$ cat config.mk
export PLATFORM = sky130hd
export DESIGN_NAME = exc_ctrl
export DESIGN_NICKNAME = d
export VERILOG_FILES = /design/src/rtl/exc_ctrl.sv
export SDC_FILE = /design/constraint.sdc
export NUM_CORES = 1
export LEC_CHECK = 0
export ABC_AREA = 1
export CORE_MARGIN = 5
export CORE_UTILIZATION = 38
export DETAILED_ROUTE_END_ITERATION = 10
export GPL_ROUTABILITY_DRIVEN = 0
export PLACE_DENSITY = 0.8
export SETUP_SLACK_MARGIN = 0.1
export SLEW_MARGIN = 10
export SYNTH_ARGS = -nofsm -noshare
export SYNTH_HDL_FRONTEND = slang
export SYNTH_SLANG_ARGS = --single-unit
$ cat constraint.sdc
create_clock -name clk -period 3.5 [get_ports clk]
set_clock_uncertainty 0.2 [all_clocks]
set_input_delay 0.7 -clock clk [delete_from_list [all_inputs] [get_ports clk]]
set_output_delay 0.7 -clock clk [all_outputs]
set_load 0.01 [all_outputs]
$ cat src/rtl/exc_ctrl.sv
// Exception/interrupt sequencer between decode/execute and CP0.
// Accepts syscall/break/teq/irq/eret and drives a fixed two-cycle CP0 strobe + PC redirect sequence.
module exc_ctrl #(
    parameter logic [31:0] EXC_VECTOR = 32'h0040_0004,
    parameter logic [2:0]  MAX_DEPTH  = 3'd6
) (
    input  logic        clk,
    input  logic        rst,
    input  logic        inst_valid,
    input  logic [31:0] pc,
    input  logic        is_syscall,
    input  logic        is_break,
    input  logic        is_teq,
    input  logic        is_eret,
    input  logic        teq_eq,
    input  logic        irq,
    input  logic [31:0] status,
    input  logic [31:0] epc,
    output logic        stall,
    output logic        exception,
    output logic [4:0]  cause,
    output logic [31:0] exc_pc,
    output logic        eret,
    output logic        redirect,
    output logic [31:0] redirect_pc,
    output logic [2:0]  depth,
    output logic        irq_pending
);

    typedef enum logic [2:0] {
        S_IDLE = 3'd0,
        S_TAKE = 3'd1,
        S_VEC  = 3'd2,
        S_RET  = 3'd3,
        S_RVEC = 3'd4
    } state_t;

    state_t      r_state;
    state_t      w_next;
    logic        w_stall;
    logic        r_irq_s1, r_irq_s2, r_irq_d;
    logic        r_irq_pending;
    logic [2:0]  r_depth;
    logic        r_exception, r_eret, r_redirect;
    logic [4:0]  r_cause;
    logic [31:0] r_exc_pc, r_redirect_pc;
    logic        w_idle, w_depth_ok, w_sync_req;
    logic        w_eret_acc, w_sync_acc, w_irq_acc, w_exc_acc, w_irq_rise;
    logic [4:0]  w_cause;

    assign w_idle     = (r_state == S_IDLE);
    assign w_depth_ok = (r_depth < MAX_DEPTH);
    assign w_sync_req = (is_syscall & status[1]) | (is_break & status[2])
                      | (is_teq & teq_eq & status[3]);
    assign w_eret_acc = w_idle & inst_valid & is_eret & (r_depth != 3'd0);
    assign w_sync_acc = w_idle & inst_valid & ~is_eret & status[0] & w_depth_ok & w_sync_req;
    // An interrupt only rides on an instruction that is neither an accepted eret nor a taken trap.
    assign w_irq_acc  = w_idle & inst_valid & ~w_eret_acc & ~w_sync_acc & r_irq_pending
                      & status[0] & status[4] & w_depth_ok;
    assign w_exc_acc  = w_sync_acc | w_irq_acc;
    assign w_irq_rise = r_irq_s2 & ~r_irq_d;

    // Cause code of the accepted request; interrupts use code 0.
    always_comb begin
        w_cause = 5'd0;
        if (w_sync_acc & is_syscall) begin
            w_cause = 5'd8;
        end else if (w_sync_acc & is_break) begin
            w_cause = 5'd9;
        end else if (w_sync_acc & is_teq) begin
            w_cause = 5'd13;
        end else begin
            w_cause = 5'd0;
        end
    end

    // Interrupt synchronizer and edge-detect stage.
    always_ff @(posedge clk or posedge rst) begin
        if (rst) begin
            r_irq_s1 <= 1'b0;
            r_irq_s2 <= 1'b0;
            r_irq_d  <= 1'b0;
        end else begin
            r_irq_s1 <= irq;
            r_irq_s2 <= r_irq_s1;
            r_irq_d  <= r_irq_s2;
        end
    end

    // Sequencer state register.
    always_ff @(posedge clk or posedge rst) begin
        if (rst) begin
            r_state <= S_IDLE;
        end else begin
            r_state <= w_next;
        end
    end

    // Next-state decode and the combinational stall.
    always_comb begin
        w_next  = r_state;
        w_stall = 1'b0;
        case (r_state)
            S_IDLE: begin
                if (w_eret_acc) begin
                    w_next  = S_RET;
                    w_stall = 1'b1;
                end else if (w_exc_acc) begin
                    w_next  = S_TAKE;
                    w_stall = 1'b1;
                end else begin
                    w_next  = S_IDLE;
                end
            end
            S_TAKE: begin
                w_next  = S_VEC;
                w_stall = 1'b1;
            end
            S_VEC:  w_next = S_IDLE;
            S_RET: begin
                w_next  = S_RVEC;
                w_stall = 1'b1;
            end
            S_RVEC: w_next = S_IDLE;
            default: w_next = S_IDLE;
        endcase
    end

    // Registered strobes, captured cause/pc and redirect target.
    always_ff @(posedge clk or posedge rst) begin
        if (rst) begin
            r_exception   <= 1'b0;
            r_eret        <= 1'b0;
            r_redirect    <= 1'b0;
            r_cause       <= 5'd0;
            r_exc_pc      <= 32'd0;
            r_redirect_pc <= 32'd0;
        end else begin
            r_exception <= (w_next == S_TAKE);
            r_eret      <= (w_next == S_RET);
            r_redirect  <= (w_next == S_VEC) | (w_next == S_RVEC);
            if (w_exc_acc) begin
                r_cause  <= w_cause;
                r_exc_pc <= pc;
            end
            if (w_next == S_VEC) begin
                r_redirect_pc <= EXC_VECTOR;
            end else if (w_next == S_RVEC) begin
                r_redirect_pc <= epc;
            end
        end
    end

    // Nesting depth and pending-interrupt latch; a new rising edge beats a same-cycle take.
    always_ff @(posedge clk or posedge rst) begin
        if (rst) begin
            r_depth       <= 3'd0;
            r_irq_pending <= 1'b0;
        end else begin
            if ((r_state == S_TAKE) && (r_depth < MAX_DEPTH)) begin
                r_depth <= r_depth + 3'd1;
            end else if ((r_state == S_RET) && (r_depth != 3'd0)) begin
                r_depth <= r_depth - 3'd1;
            end
            if (w_irq_rise) begin
                r_irq_pending <= 1'b1;
            end else if (w_irq_acc) begin
                r_irq_pending <= 1'b0;
            end
        end
    end

    assign stall       = w_stall & ~rst;
    assign exception   = r_exception;
    assign eret        = r_eret;
    assign redirect    = r_redirect;
    assign cause       = r_cause;
    assign exc_pc      = r_exc_pc;
    assign redirect_pc = r_redirect_pc;
    assign depth       = r_depth;
    assign irq_pending = r_irq_pending;

endmodule

==> results.md, run 1 <==
* Detailed Place HPWL at 6210 µm
* GRT Residual Overflow at 0
* TNS Setup at 0 ns
* WS Path Type: in -> out
* Die area at 10400 µm²
* Register area at 2000 µm²
* Unrepaired setup endpoints after global routing: no
* Yosys reg bits at 80
* Final WS setup at a little under 0.6 ns
* First-pass GRT wire length at 14000 µm
* PD cells at 826 nW/µm²
* Post-synth ARST share at 100%
* Final count of negative-setup-slack endpoints at 0
* Syn Area/Cell at roughly 9 µm²
* Clk sink count at 80
* Mapped Area at 3210 µm²
* Peak supply drop at approximately 0.00037 V
* Placeable Area at 8220 µm²
* CP Max Fanout at 2
* Root Buffer: clkbuf_8
* Critical Path AT at 2.01 ns
* Outcome: completed
* RR Endpoint: cause[0]$_DFFE_PP0P_
* Gate Count Post-Synth at 356
* H-tree Lvls at 3
* Hold_buf cts at 0
* Max-slew violation count at 0
* Initial antenna violation count at 0
* PostCTS Resize Cnt at 0
* Hold depth at 0
* DP Worst Slack at 0.184 ns
* Slew @ Worst Pin at about 0.94 ns
* Worst-path clk slew at 0.08 ns
* R2R cell count at 8
* Drt drc at 0
* Area grow syn2layout at 56.8%
* DR WL/cell at roughly 14 µm
* Yosys cell types at 22
* Hold endpoint: r_irq_s2$_DFF_PP0_
* Initial Util at 39.0%
* Synth warn at 0
* Vias in the first global route at 2862
* Initial DRT Pass Iterations at 4
* Post-synth EDFFs at 0
* Final Hold Vio Count at 0
* Max_slew headroom at a little under two fifths
* Area occupied by multi-input gates at 1030 µm²
* Via density at 4.58
* Sequential-to-total area share from yosys stat at 62.5%
* Worst r2r src: depth[1]$_DFFE_PP0P_
* Req. time, crit path at between 2 and 3 ns
* HP Class: reg -> reg
* Period utilization at 83.3%
* TritonCTS clock tree: done
* Initial DRC Count at 40
* Largest net degree at the start of global routing at 51
* Routed Antenna Nets at 0
* Top post-synthesis cells by area: dfrtp_1 (62%), nand2_1 (21%), o21ai_0 (5.3%)
* Leakage at 0.00238 µW
* Maximum buffer depth of the clock tree at 2
* Post-synth top area cell: dfrtp_1
* Worst setup SP type: input pin
* Via Count at 2822
* Share of layout cells above drive strength 1 at 5.09%
* Max frequency at approximately 0.34 GHz
* Fill count at 702
* Nets@finish at approximately 610
* Top cell type's share of synthesized area at 62.5%
* Worst-skew pair later-pin latency at roughly 0.33 ns
* N_diodes at 0
* Most frequent cells after synthesis: nand2_1 (178), dfrtp_1 (80), o21ai_0 (34)
* Most frequent cell after synthesis: nand2_1
* Die X at slightly above 100 µm
* Worst hold margin at about 0.16 ns
* Placed cells at 600
* # IOs at 182
* Primary FF master, synth: dfrtp_1
* Total global-route track usage at 17.2%
* Setup Fix Bufs, Post-CTS at 0
* MaxCap Viol Count at 0
* Fin cells at 616
* Die Y at 102 µm
* Flop2flop setup slack at 1.34 ns
* PortBufs at 152
* Final wirelength at 8620 µm
* Cell Rows at 33
* CTS Buf Count at 9
* Worst setup EP type: output port
* Minimum clock period at roughly 3 ns
* Hold Crit Start: r_irq_s1$_DFF_PP0_
## per-stage QoR
step,instance area [µm²],power (µW),utilization (%)
2_1_floorplan,3210,2340,-
5_1_grt,5030,4480,61.2
6_report,5030,4150,61.2
3_5_place_dp,4790,3400,58.3
4_1_cts,5020,4220,61.2
3_3_place_gp,4790,3340,58.3
## cell usage in the layout, fill, tap and decap left out, types with 2 or more instances in the layout
cell and count:
clkdlybuf4s50_1 151, inv_1 15, clkinv_2 3, buf_4 2
xor2_1 2, clkbuf_8 9, bufinv_16 3, nand3_2 2
nand3_1 8, nand2_1 178, conb_1 2, dfrtp_1 80
o21ai_0 34, nor2_1 9
## registers in the layout (all words and copies together) (netlist names)
signal,cells
r_irq_s1,1
depth,3
irq_pending,1
r_irq_s2,1
cause,3
exception,1
redirect_pc,32
exc_pc,32
redirect,1
r_irq_d,1
eret,1
r_state,3
## worst max path at each step
stage	startpoint	to	slack, ns	depth (start not counted)
global route	status[0]	stall	0.41	8
finish	status[0]	stall	0.59	8
global placement	status[0]	stall	0.20	8
CTS	status[0]	stall	0.17	8
floorplan	rst	cause[0]$_DFFE_PP0P_	0.55	1
detailed placement	status[0]	stall	0.18	8
## per-layer routing
metal	GRT usage, %	vias to the layer above	wire, µm
met1	22.1	1307	3670
met5	0	-	0
li1	-	1387	-
met2	26.6	120	3920
met3	6.96	8	951
met4	5.95	0	85
## report_power, final
| part | internal [µW] | total (µW) | switching [µW] |
|---|---|---|---|
| sequential | 1330 | 1550 | 228 |
| clock | 472 | 796 | 325 |
| combinational | 950 | 1800 | 853 |
| total | 2750 | 4150 | 1410 |
## critical path: stages
cell and delay (ns):
clkdlybuf4s50_1 0.48, nand3_1 0.07, nor2_1 0.17, nand3_2 0.13, nand3_1 0.13, nor2_1 0.05, nor2_1 0.07, dlymetal6s2s_1 0.21
## final cells by class
cell class / instances / area share, %
sequential: 80 / 39.8
multi-input combinational: 243 / 20.6
tap: 105 / 2.61
inverter: 17 / 1.29
clock inverter: 6 / 2.14
timing repair buffer: 155 / 31.0
clock buffer: 10 / 2.54
## logic make-up (layout without fill, tap and decap cells)
logic type | count (synthesis) | after routing | synth area share, %
simple gates | 202 | 202 | 25.2
buf+inv | 34 | 188 | 5.39
other cells | 1 | 2 | 0.117
fa+ha+maj | 1 | 1 | 0.625
xor+xnor | 2 | 2 | 0.547
flops | 80 | 80 | 62.5
compound gates | 36 | 36 | 5.70
No activity file was read; power rests on OpenSTA's default activity.
==> run 2, diff against run 1 <==
Settings changed: CORE_UTILIZATION 38 to 34, PLACE_DENSITY 0.8 to 0.76.
Clock period 3.5 ns to 2.6 ns, I/O delays scaled along.
==> results.md, run 2 (synthesized netlist as in run 1, its figures left out) <==
* Die area at 11500 µm²
* Nets@finish at 625
* Outcome: completed
* Clk sink count at 80
* Detailed Place HPWL at 6610 µm
* MaxCap Viol Count at 0
* Total global-route track usage at 15.2%
* Initial antenna violation count at 0
* Share of layout cells above drive strength 1 at 9.16%
* Max_slew headroom at 56.3%
* Placeable Area at approximately 9000 µm²
* Maximum buffer depth of the clock tree at 2
* GRT Residual Overflow at 0
* Initial DRT Pass Iterations at 4
* Via Count at 2845
* Unrepaired setup endpoints after global routing: no
* Via density at between 4 and 5
* Area grow syn2layout at 61.7%
* Worst setup EP type: output port
* Initial DRC Count at 70
* Final core utilization at 56.4%
* Root Buffer: clkbuf_8
* Commonest non-fill, non-tap cell in the layout: nand2_1
* Initial Util at 34.9%
* Most frequent cells in the layout: nand2_1 (177), clkdlybuf4s50_1 (150), dfrtp_1 (79), o21ai_0 (34), inv_1 (15)
* Vias in the first global route at 2907
* # IOs at 182
* Largest net degree at the start of global routing at 35
* CTS Buf Count at 9
* Worst-skew pair later-pin latency at around 0.33 ns
* Die X at 107 µm
* Drt drc at 0
* Routed Antenna Nets at 0
* Worst-path clk slew at ~0.080 ns
* Period utilization at 92.4%
* Minimum clock period at about 2.4 ns
* Worst setup SP type: input pin
* Peak supply drop at 0.000432 V
* Final Hold Vio Count at 0
* Req. time, crit path at 1.88 ns
* Final WS setup at slightly below 0.2 ns
* PortBufs at 152
* Leakage at 0.00246 µW
* HP Class: reg -> reg
* Max frequency at 0.416 GHz
* CP Max Fanout at 2
* PD cells at 1100 nW/µm²
* N_diodes at 0
* Slew @ Worst Pin at around 0.65 ns
* Max-slew violation count at 0
* Final count of negative-setup-slack endpoints at 0
* DP Worst Slack at -0.261 ns
* DR WL/cell at 13.7 µm
* WS Path Type: in -> out
* Cell Rows at 35
* First-pass GRT wire length at ~14000 µm
* Final wirelength at around 8700 µm
* Die Y at between 100 and 150 µm
* TritonCTS clock tree: done
* Critical Path AT at 1.68 ns
* H-tree Lvls at 3
-- run 2: metal layers --
layer	vias up	part of all wire [%]	global-route usage, %
met1	1336	41	18.2
met4	0	1.7	5.66
met2	75	52	26.2
li1	1423	-	-
met3	11	5.7	3.91
met5	-	0	0
-- run 2: repair_timing --
item,in CTS,in global routing
gates cloned,0,0
resized for setup,7,5
hold buffers,0,0
pin swaps,0,3
setup endpoints to repair,1,1
setup buffers,0,1
-- run 2: metrics by stage --
| stage | hold slack (ns) | TNS, ns | cells | total power (µW) | area [µm²] |
|---|---|---|---|---|---|
| after floorplan | 0.131 | 0 | 357 | 3150 | 3210 |
| after global placement | 0.134 | -0.248 | 618 | 4540 | 4900 |
| after detailed placement | 0.139 | -0.261 | 618 | 4620 | 4900 |
| after CTS | 0.157 | 0 | 634 | 5780 | 5170 |
| after global routing | 0.164 | 0 | 635 | 6120 | 5180 |
| final | 0.155 | 0 | 635 | 5690 | 5180 |
-- run 2: final cells by class --
class | count | area (µm²)
Clock buffer | 11 | 151
Clock inverter | 5 | 103
Fill cell | 829 | 4010
Inverter | 17 | 67.6
Multi-Input combinational cell | 243 | 1060
Sequential cell | 80 | 2000
Tap cell | 111 | 139
Timing Repair Buffer | 168 | 1660
-- run 2: worst max-delay path, stage by stage --
cell,delay [ns]
clkdlybuf4s50_1,0.50
nand3_2,0.08
nor2_2,0.14
nand3_2,0.10
nand3_2,0.08
nor2_2,0.05
nor2_1,0.08
buf_2,0.13
-- run 2: path summary, 6_finish.rpt --
| check | from | to | slack, ns | cells past startpoint |
|---|---|---|---|---|
| max in group asynchronous | rst | exc_pc[30]$_DFFE_PP0P_ | 1.17 | 3 |
| worst max-delay path | status[0] | stall | 0.20 | 8 |
| worst max register to register | r_state[2]$_DFF_PP0_ | redirect_pc[24]$_DFFE_PP0P_ | 0.52 | 6 |
| min in group asynchronous | rst | redirect_pc[6]$_DFFE_PP0P_ | 0.45 | 2 |
| worst min register to register | r_irq_s1$_DFF_PP0_ | r_irq_s2$_DFF_PP0_ | 0.16 | 0 |
| worst min-delay path | r_irq_s1$_DFF_PP0_ | r_irq_s2$_DFF_PP0_ | 0.16 | 0 |
-- run 2: report_power, final --
group	internal, µW	switching [µW]	total, µW
Clock	689	436	1120
Combinational	1320	1150	2480
Sequential	1790	305	2090
==> run 3, diff against run 2 <==
Settings changed: CORE_UTILIZATION 34 to 36, CTS_BUF_LIST set to sky130_fd_sc_hd__clkbuf_4 sky130_fd_sc_hd__clkbuf_8, PLACE_DENSITY 0.76 to 0.79.
==> results.md, run 3 (synthesized netlist as in run 1, its figures left out) <==
* Outcome: completed
* Max-slew violation count at 0
* Detailed Place HPWL at 6600 µm
* Unrepaired setup endpoints after global routing: no
* Initial Util at a little under two fifths
* Internal at about 3700 µW
* Largest net degree at the start of global routing at 35
* Combinational share of power at between 40% and 50%
* Initial DRC Count at 77
* Total global-route track usage at approximately 17%
* Final wirelength at 8850 µm
* Placeable Area at roughly 8700 µm²
* Commonest non-fill, non-tap cell in the layout: nand2_1
* MaxCap Viol Count at 0
* Final Hold Vio Count at 0
* Max frequency at 0.418 GHz
* Most frequent cells in the layout: nand2_1 (177), clkdlybuf4s50_1 (149), dfrtp_1 (80), o21ai_0 (34), buf_4 (19)
* R2R cell count at 9
* HP Class: reg -> reg
* Worst-path clk slew at 0.09 ns
* CP endpoint: stall
* Clk sink count at 80
* CTS Buf Count at 9
* Placed cells at 619
* Via Count at about 2.9k
* Slew @ Worst Pin at 0.618 ns
* Flop2flop setup slack at 0.67 ns
* Minimum clock period at 2.39 ns
* Root Buffer: clkbuf_8
* Crit. Startpoint: is_syscall
* Worst-skew pair later-pin latency at 0.35 ns
* CP Max Fanout at 2
* Worst setup EP type: output port
* Period utilization at 92.0%
* PortBufs at between 150 and 200
* Worst r2r src: r_state[1]$_DFF_PP0_
* RR Endpoint: exc_pc[5]$_DFFE_PP0P_
* Sequential Power Share at 36.8%
* First-pass GRT wire length at 15100 µm
* Via density at between 4 and 5
* Drt drc at 0
* Initial antenna violation count at 0
* DR WL/cell at about 14 µm
* Die X at 104 µm
* TritonCTS clock tree: done
* WS Path Type: in -> out
* PD cells at 1080 nW/µm²
* Switch share at between 30% and 40%
* Clock Power Share at 17.9%
* N_diodes at 0
* Leakage at 0.00249 µW
* Final count of negative-setup-slack endpoints at 0
* Initial DRT Pass Iterations at 4
* Final WS setup at 0.208 ns
* Hold Crit Start: r_irq_s1$_DFF_PP0_
* Die area at 10900 µm²
* Critical Path AT at 1.67 ns
* Vias in the first global route at 3029
* Maximum buffer depth of the clock tree at 2
* Max_slew headroom at 58.7%
* Cell Rows at 34
* Nets@finish at approximately 630
* Req. time, crit path at 1.88 ns
* Die Y at 104 µm
* Net Sw Power at 1930 µW
* DP Worst Slack at -0.314 ns
* Area grow syn2layout at 63.3%
* GRT Residual Overflow at 0
* Share of layout cells above drive strength 1 at just over 10%
* Routed Antenna Nets at 0
* H-tree Lvls at 3
* Hold_buf cts at 0
* Peak supply drop at 0.000495 V
* # IOs at 182
* Worst setup SP type: input pin
* Fin cells at 638
-- run 3: changes by cell type in the layout (fill, tap and decap cells not counted), sizes merged --
cell / before / now
buf: 17 / 23
dlymetal6s2s: 1 / 2
clkinvlp: 2 / 3
bufinv: 3 / 2
clkdlybuf4s50: 150 / 149
-- run 3: metal layers --
layer  global-route usage, %  share of wire, %  routed length, µm
met5                       0                 0                  0
met4                    6.01               1.9                172
met3                    6.70               9.6                845
met2                    25.9                46               4040
met1                    21.9                43               3790
-- run 3: cell type report --
| type | count | area (µm²) |
|---|---|---|
| clock buffers | 11 | 145 |
| clock inverters | 5 | 80.1 |
| fillers | 751 | 3490 |
| inverters | 17 | 67.6 |
| multi-input cells | 243 | 1080 |
| flip-flops and latches | 80 | 2000 |
| well taps | 108 | 135 |
| repair buffers | 174 | 1720 |
-- run 3: what timing repair did --
action | CTS | global route
gates cloned | 0 | 0
pin swaps | 3 | 7
setup endpoints to repair | 1 | 1
setup buffers | 1 | 2
gates resized for setup | 9 | 8
-- run 3: power by group through the flow --
stage,registers [µW],logic [µW],clock network (µW)
2_1_floorplan,2340,811,0
3_3_place_gp,2080,2500,0
3_5_place_dp,2100,2570,0
4_1_cts,2090,2590,1040
5_1_grt,2160,2850,1110
6_report,2090,2570,1020
-- run 3: through the flow --
| step | util (%) | hold slack (ns) | power (µW) | area, µm² | TNS (ns) |
|---|---|---|---|---|---|
| 2_1_floorplan | - | 0.131 | 3150 | 3210 | 0 |
| 3_3_place_gp | 56.7 | 0.132 | 4580 | 4950 | -0.304 |
| 3_5_place_dp | 56.7 | 0.151 | 4670 | 4950 | -0.314 |
| 4_1_cts | 59.6 | 0.171 | 5720 | 5190 | 0 |
| 5_1_grt | 60.0 | 0.193 | 6110 | 5240 | 0 |
| 6_report | 60.0 | 0.170 | 5670 | 5240 | 0 |
-- run 3: critical path: stages --
cell             delay, ns
clkdlybuf4s50_1       0.48
nand2_1               0.08
nand3_2               0.11
nand3_2               0.12
nand3_4               0.10
nor2_4                0.04
nor2_1                0.09
buf_2                 0.13
-- run 3: how the worst min path moves through the flow --
stage / slack, ns / to / cells past startpoint
final: 0.17 / r_irq_s2$_DFF_PP0_ / 0
after floorplan: 0.13 / r_irq_s2$_DFF_PP0_ / 0
after global routing: 0.19 / r_irq_s2$_DFF_PP0_ / 0
after detailed placement: 0.15 / r_irq_s2$_DFF_PP0_ / 0
after CTS: 0.17 / r_irq_s2$_DFF_PP0_ / 0
after global placement: 0.13 / r_irq_s2$_DFF_PP0_ / 0
==> edit 1, RTL diff (settings of run 1) <==
Re-encode `state_t` (5 states) as one-hot, 5 bits wide.
--- a/src/rtl/exc_ctrl.sv
+++ b/src/rtl/exc_ctrl.sv
@@ -27,12 +27,12 @@
     output logic        irq_pending
 );
 
-    typedef enum logic [2:0] {
-        S_IDLE = 3'd0,
-        S_TAKE = 3'd1,
-        S_VEC  = 3'd2,
-        S_RET  = 3'd3,
-        S_RVEC = 3'd4
+    typedef enum logic [4:0] {
+        S_IDLE = 5'b00001,
+        S_TAKE = 5'b00010,
+        S_VEC  = 5'b00100,
+        S_RET  = 5'b01000,
+        S_RVEC = 5'b10000
     } state_t;
 
     state_t      r_state;
Formal check against the unedited RTL: same outputs for any inputs over 10 cycles, from zero or initial values and one cycle with rst high; not proved beyond that.
==> edit 1 against run 1 <==
  * Final cell count shrank 9.3%
  * Wire length is 2.4% lower
  * Worst setup slack worse by 0.029 ns
  * Clock power fell by 3.4%
  * Maximum frequency fell by 0.99%
  * Core utilization is 0.27 points lower
  * Synthesized cell count decreased by 16%
  * Register-to-register slack worse by 0.11 ns
  * Area after synthesis shrank 2.0%
  * Power is 11% lower
  * Final area is 1.4% lower
  * Sequential cell count rose by 2
==> edit 1: results (changes against run 1) <==
setup_path:
  rr_endpoint: "exc_pc[23]"
  r2r_start: "r_state[0]"
  worstRegToRegCells: 10  # +2
  r2r_slack_ns: 1.23  # -0.11 ns
  critical_path_arrival_ns: 2.04  # +0.03 ns
timing:
  worst_pin_slew_ns: 0.596  # -0.347 ns
  hold_ws_ns: 0.151  # -0.0119 ns
  fin_crit_sh_pct: 84.1  # +0.83 points
placed_design:
  place_ws_ns: 0.155  # -0.0290 ns
  dp_hpwl_um: 6140  # -1.2%
logic_synthesis:
  synth_common_cells: "nand2_1, dfrtp_1, a22o_1"
  yosysSeqAreaShare_pct: 65.3  # +2.9 points
  ys_async_sr_fraction_pct: 100  # unchanged
  synthDistinctLibCells: 24  # +9.1%
  synth_area_leaders: "dfrtp_1, nand2_1, a22o_1, inv_1, nor2_1"
grt:
  track_usage_pct: 17.1  # -0.084 points
  grt_pass1_wl_um: 13700  # -1.8%
  grt_pass1_vias: 2782  # -2.8%
pwr:
  leakage_nw: 2.42  # +1.7%
  switchingPower_mw: 1.16  # -17%
  ir_drop_mv: 0.378  # +1.5%
route:
  drt_wl_total_um: 8420  # -2.4%
  drt_iter0_drc: 57  # +43%
  vias: 2606  # -7.7%
finish:
  antennaDiodeCount: 0  # unchanged
  nNetsFinal: 556  # -9.2%
  drive_above_1_share_pct: 6.61  # +1.5 points
clock_network:
  clockBufferDepth: 2  # unchanged
run_status:
  outcome: "finished, final reports clean"
## edit 1: changes by cell type after synthesis, sizes merged, moves of 2 or more
cell,change
o21ai,-30
buf,+3
nand2,-60
clkbuf,-6
o22a,+2
a22o,+30
nor2,+3
nand3,-3
## edit 1: cells by family after synthesis
logic type                 synth area share, %
xor gates and xnor gates                 0.557
AOI/OAI and AO/OA                         9.71
and+or+nand+nor                           18.2
DFF                                       65.3
other                                    0.119
adders and majority gates                0.637
buffers and inverters                     5.49
## edit 1: per-stage QoR
step | instances | area (µm²)
6_report | 559 | 4950
5_1_grt | 559 | 4950
4_1_cts | 559 | 4950
3_5_place_dp | 544 | 4730
3_3_place_gp | 544 | 4730
2_1_floorplan | 299 | 3150
## edit 1: worst max path at each step
stage               startpoint  endpoint  depth (start not counted)
floorplan                  rst  cause[0]                          1
global placement        is_teq     stall                         10
detailed placement   status[3]     stall                         10
CTS                  status[3]     stall                         10
global route         status[3]     stall                         10
finish               status[3]     stall                         10
## edit 1: power by group through the flow
stage / sequential [mW] / clock [mW] / combinational [mW]
detailed placement: 1.50 / 0 / 1.48
floorplan: 1.64 / 0 / 0.469
finish: 1.49 / 0.769 / 1.46
global placement: 1.48 / 0 / 1.45
CTS: 1.49 / 0.793 / 1.49
global route: 1.54 / 0.840 / 1.59
## edit 1: final cells by class
cell class                      instances  area (µm²)
Fill cell                             694        3180
Sequential cell                        82        2050
Timing Repair Buffer                  154        1550
Multi-Input combinational cell        184         921
Clock buffer                           11         151
Tap cell                              105         131
Clock inverter                          4        73.8
Inverter                               19        72.6
## edit 1: metal layers
layer	track usage, %	vias to the layer above	part of all wire, %
met1	20.5	1250	40
met2	29.5	84	53
met5	0	-	0
met3	3.67	17	5.3
li1	-	1255	-
met4	7.57	0	2.5
==> edit 2, RTL diff (settings of run 1) <==
Made on the original files. The parameter `MAX_DEPTH` goes from 3'd6 to 3'd4.
--- a/src/rtl/exc_ctrl.sv
+++ b/src/rtl/exc_ctrl.sv
@@ -2,7 +2,7 @@
 // Accepts syscall/break/teq/irq/eret and drives a fixed two-cycle CP0 strobe + PC redirect sequence.
 module exc_ctrl #(
     parameter logic [31:0] EXC_VECTOR = 32'h0040_0004,
-    parameter logic [2:0]  MAX_DEPTH  = 3'd6
+    parameter logic [2:0]  MAX_DEPTH  = 3'd4
 ) (
     input  logic        clk,
     input  logic        rst,
Formal check against the unedited RTL: same outputs for any inputs over 10 cycles, from zero or initial values and one cycle with rst high; that may be too few to reach the edited logic, so the function may still have changed.
==> edit 2 against run 1 <==
  * Global-route usage decreased by 0.60 points
  * Wire length decreased by 0.14%
  * Maximum frequency decreased by 2.2%
  * Power decreased by 4.3%
  * Highest routed layer unchanged
  * Register-to-register slack about the same
  * Largest cell class unchanged
  * Critical path depth unchanged
  * Worst setup slack got worse by 0.066 ns
  * Final area decreased by 0.77%
  * Hold slack got worse by 0.0094 ns
  * Area after synthesis decreased by 0.78%
  * Via count decreased by 0.74%
  * Sequential cell count unchanged
==> edit 2: results (changes against run 1) <==
run_status:
  outcome: "finished, final reports clean"
grt:
  use_met2_pct: 25.6  # -0.96 points
  grt_max_degree: 44  # -14%
  grt_pass1_wl_um: 13500  # -3.5%
  grt_pass1_vias: 2791  # -2.5%
  track_usage_pct: 16.6  # -0.60 points
  met3_usage_pct: 6.47  # -0.49 points
route:
  wl_met3_um: 927  # -2.5%
  wl_met1_um: 3760  # +2.5%
  wire_per_inst_um: 14.1  # +0.51%
  drt_iter0_drc: 96  # +140%
  via_per_inst: 4.58  # about the same
min_path:
  min_path_type: "reg -> reg"
logic_synthesis:
  synth_fa_ha_area_share_pct: 0.629  # +0.0049 points
  synth_compound_area_share_pct: 1.02  # -4.7 points
  synthDistinctLibCells: 21  # -4.5%
  synth_xor_xnor_area_share_pct: 0.551  # +0.0043 points
  ys.flop_type: "dfrtp_1"
  synth_common_cells: "nand2_1, dfrtp_1, nand3_1"
  syn_inst: 353  # -0.84%
  yosysSeqAreaShare_pct: 62.9  # +0.49 points
  synth_area_leaders: "dfrtp_1, nand2_1, nand3_1, inv_1, buf_4"
placed_design:
  place_ws_ns: 0.178  # -0.00600 ns
  dp.cells: 597  # -0.50%
pwr:
  ir_drop_mv: 0.371  # -0.45%
  leakage_nw: 2.45  # +3.0%
setup_path:
  cp_max_fo: 3  # +1
  critical_path_arrival_ns: 2.08  # +0.07 ns
finish:
  drive_above_1_share_pct: 5.33  # +0.24 points
  antennaDiodeCount: 0  # unchanged
timing:
  worst_pin_slew_ns: 1.11  # +0.170 ns
-- edit 2: cell types whose count changed after synthesis, sizes merged --
| cell | delta |
|---|---|
| nor3 | -1 |
| a21oi | +1 |
| nor2 | +1 |
| nand3 | +28 |
| nand2 | +2 |
| o21ai | -31 |
| inv | -3 |
-- edit 2: critical path: cells and delay by family --
family	cells	cell delay, ns
AND/OR/NAND/NOR	6	0.74
buffers and inverters	2	0.65
-- edit 2: power by group --
part | total (mW) | switching [mW] | internal, mW
Combinational | 1.70 | 0.764 | 0.932
Sequential | 1.54 | 0.221 | 1.32
Clock | 0.737 | 0.320 | 0.417
Total | 3.98 | 1.30 | 2.67
-- edit 2: cell type report --
type | instances | area (µm²) | area share (%)
Clock inverter | 5 | 81.3 | 1.63
Timing Repair Buffer | 155 | 1560 | 31.3
Multi-Input combinational cell | 243 | 1020 | 20.5
Tap cell | 105 | 131 | 2.63
Sequential cell | 80 | 2000 | 40.1
Clock buffer | 10 | 138 | 2.76
Inverter | 14 | 53.8 | 1.08
-- edit 2: worst paths after layout --
| kind | depth (start not counted) | slack, ns | startpoint | endpoint |
|---|---|---|---|---|
| max | 8 | 0.52 | is_syscall | stall |
| min | 0 | 0.15 | r_irq_s1 | r_irq_s2 |
| max reg2reg | 8 | 1.34 | r_state[0] | redirect_pc[2] |
| min reg2reg | 0 | 0.15 | r_irq_s1 | r_irq_s2 |
| max in group asynchronous | 3 | 1.85 | rst | exc_pc[14] |
| min in group asynchronous | 2 | 0.60 | rst | redirect_pc[7] |
-- edit 2: cell families (layout without fill, tap and decap cells) --
logic type,after synthesis,count (layout)
AO/OA/AOI/OAI,6,6
XOR/XNOR,2,2
adder cells (fa/ha/maj),1,1
buffers and inverters,31,184
flip-flops,80,80
other,1,2
AND/OR/NAND/NOR,232,232
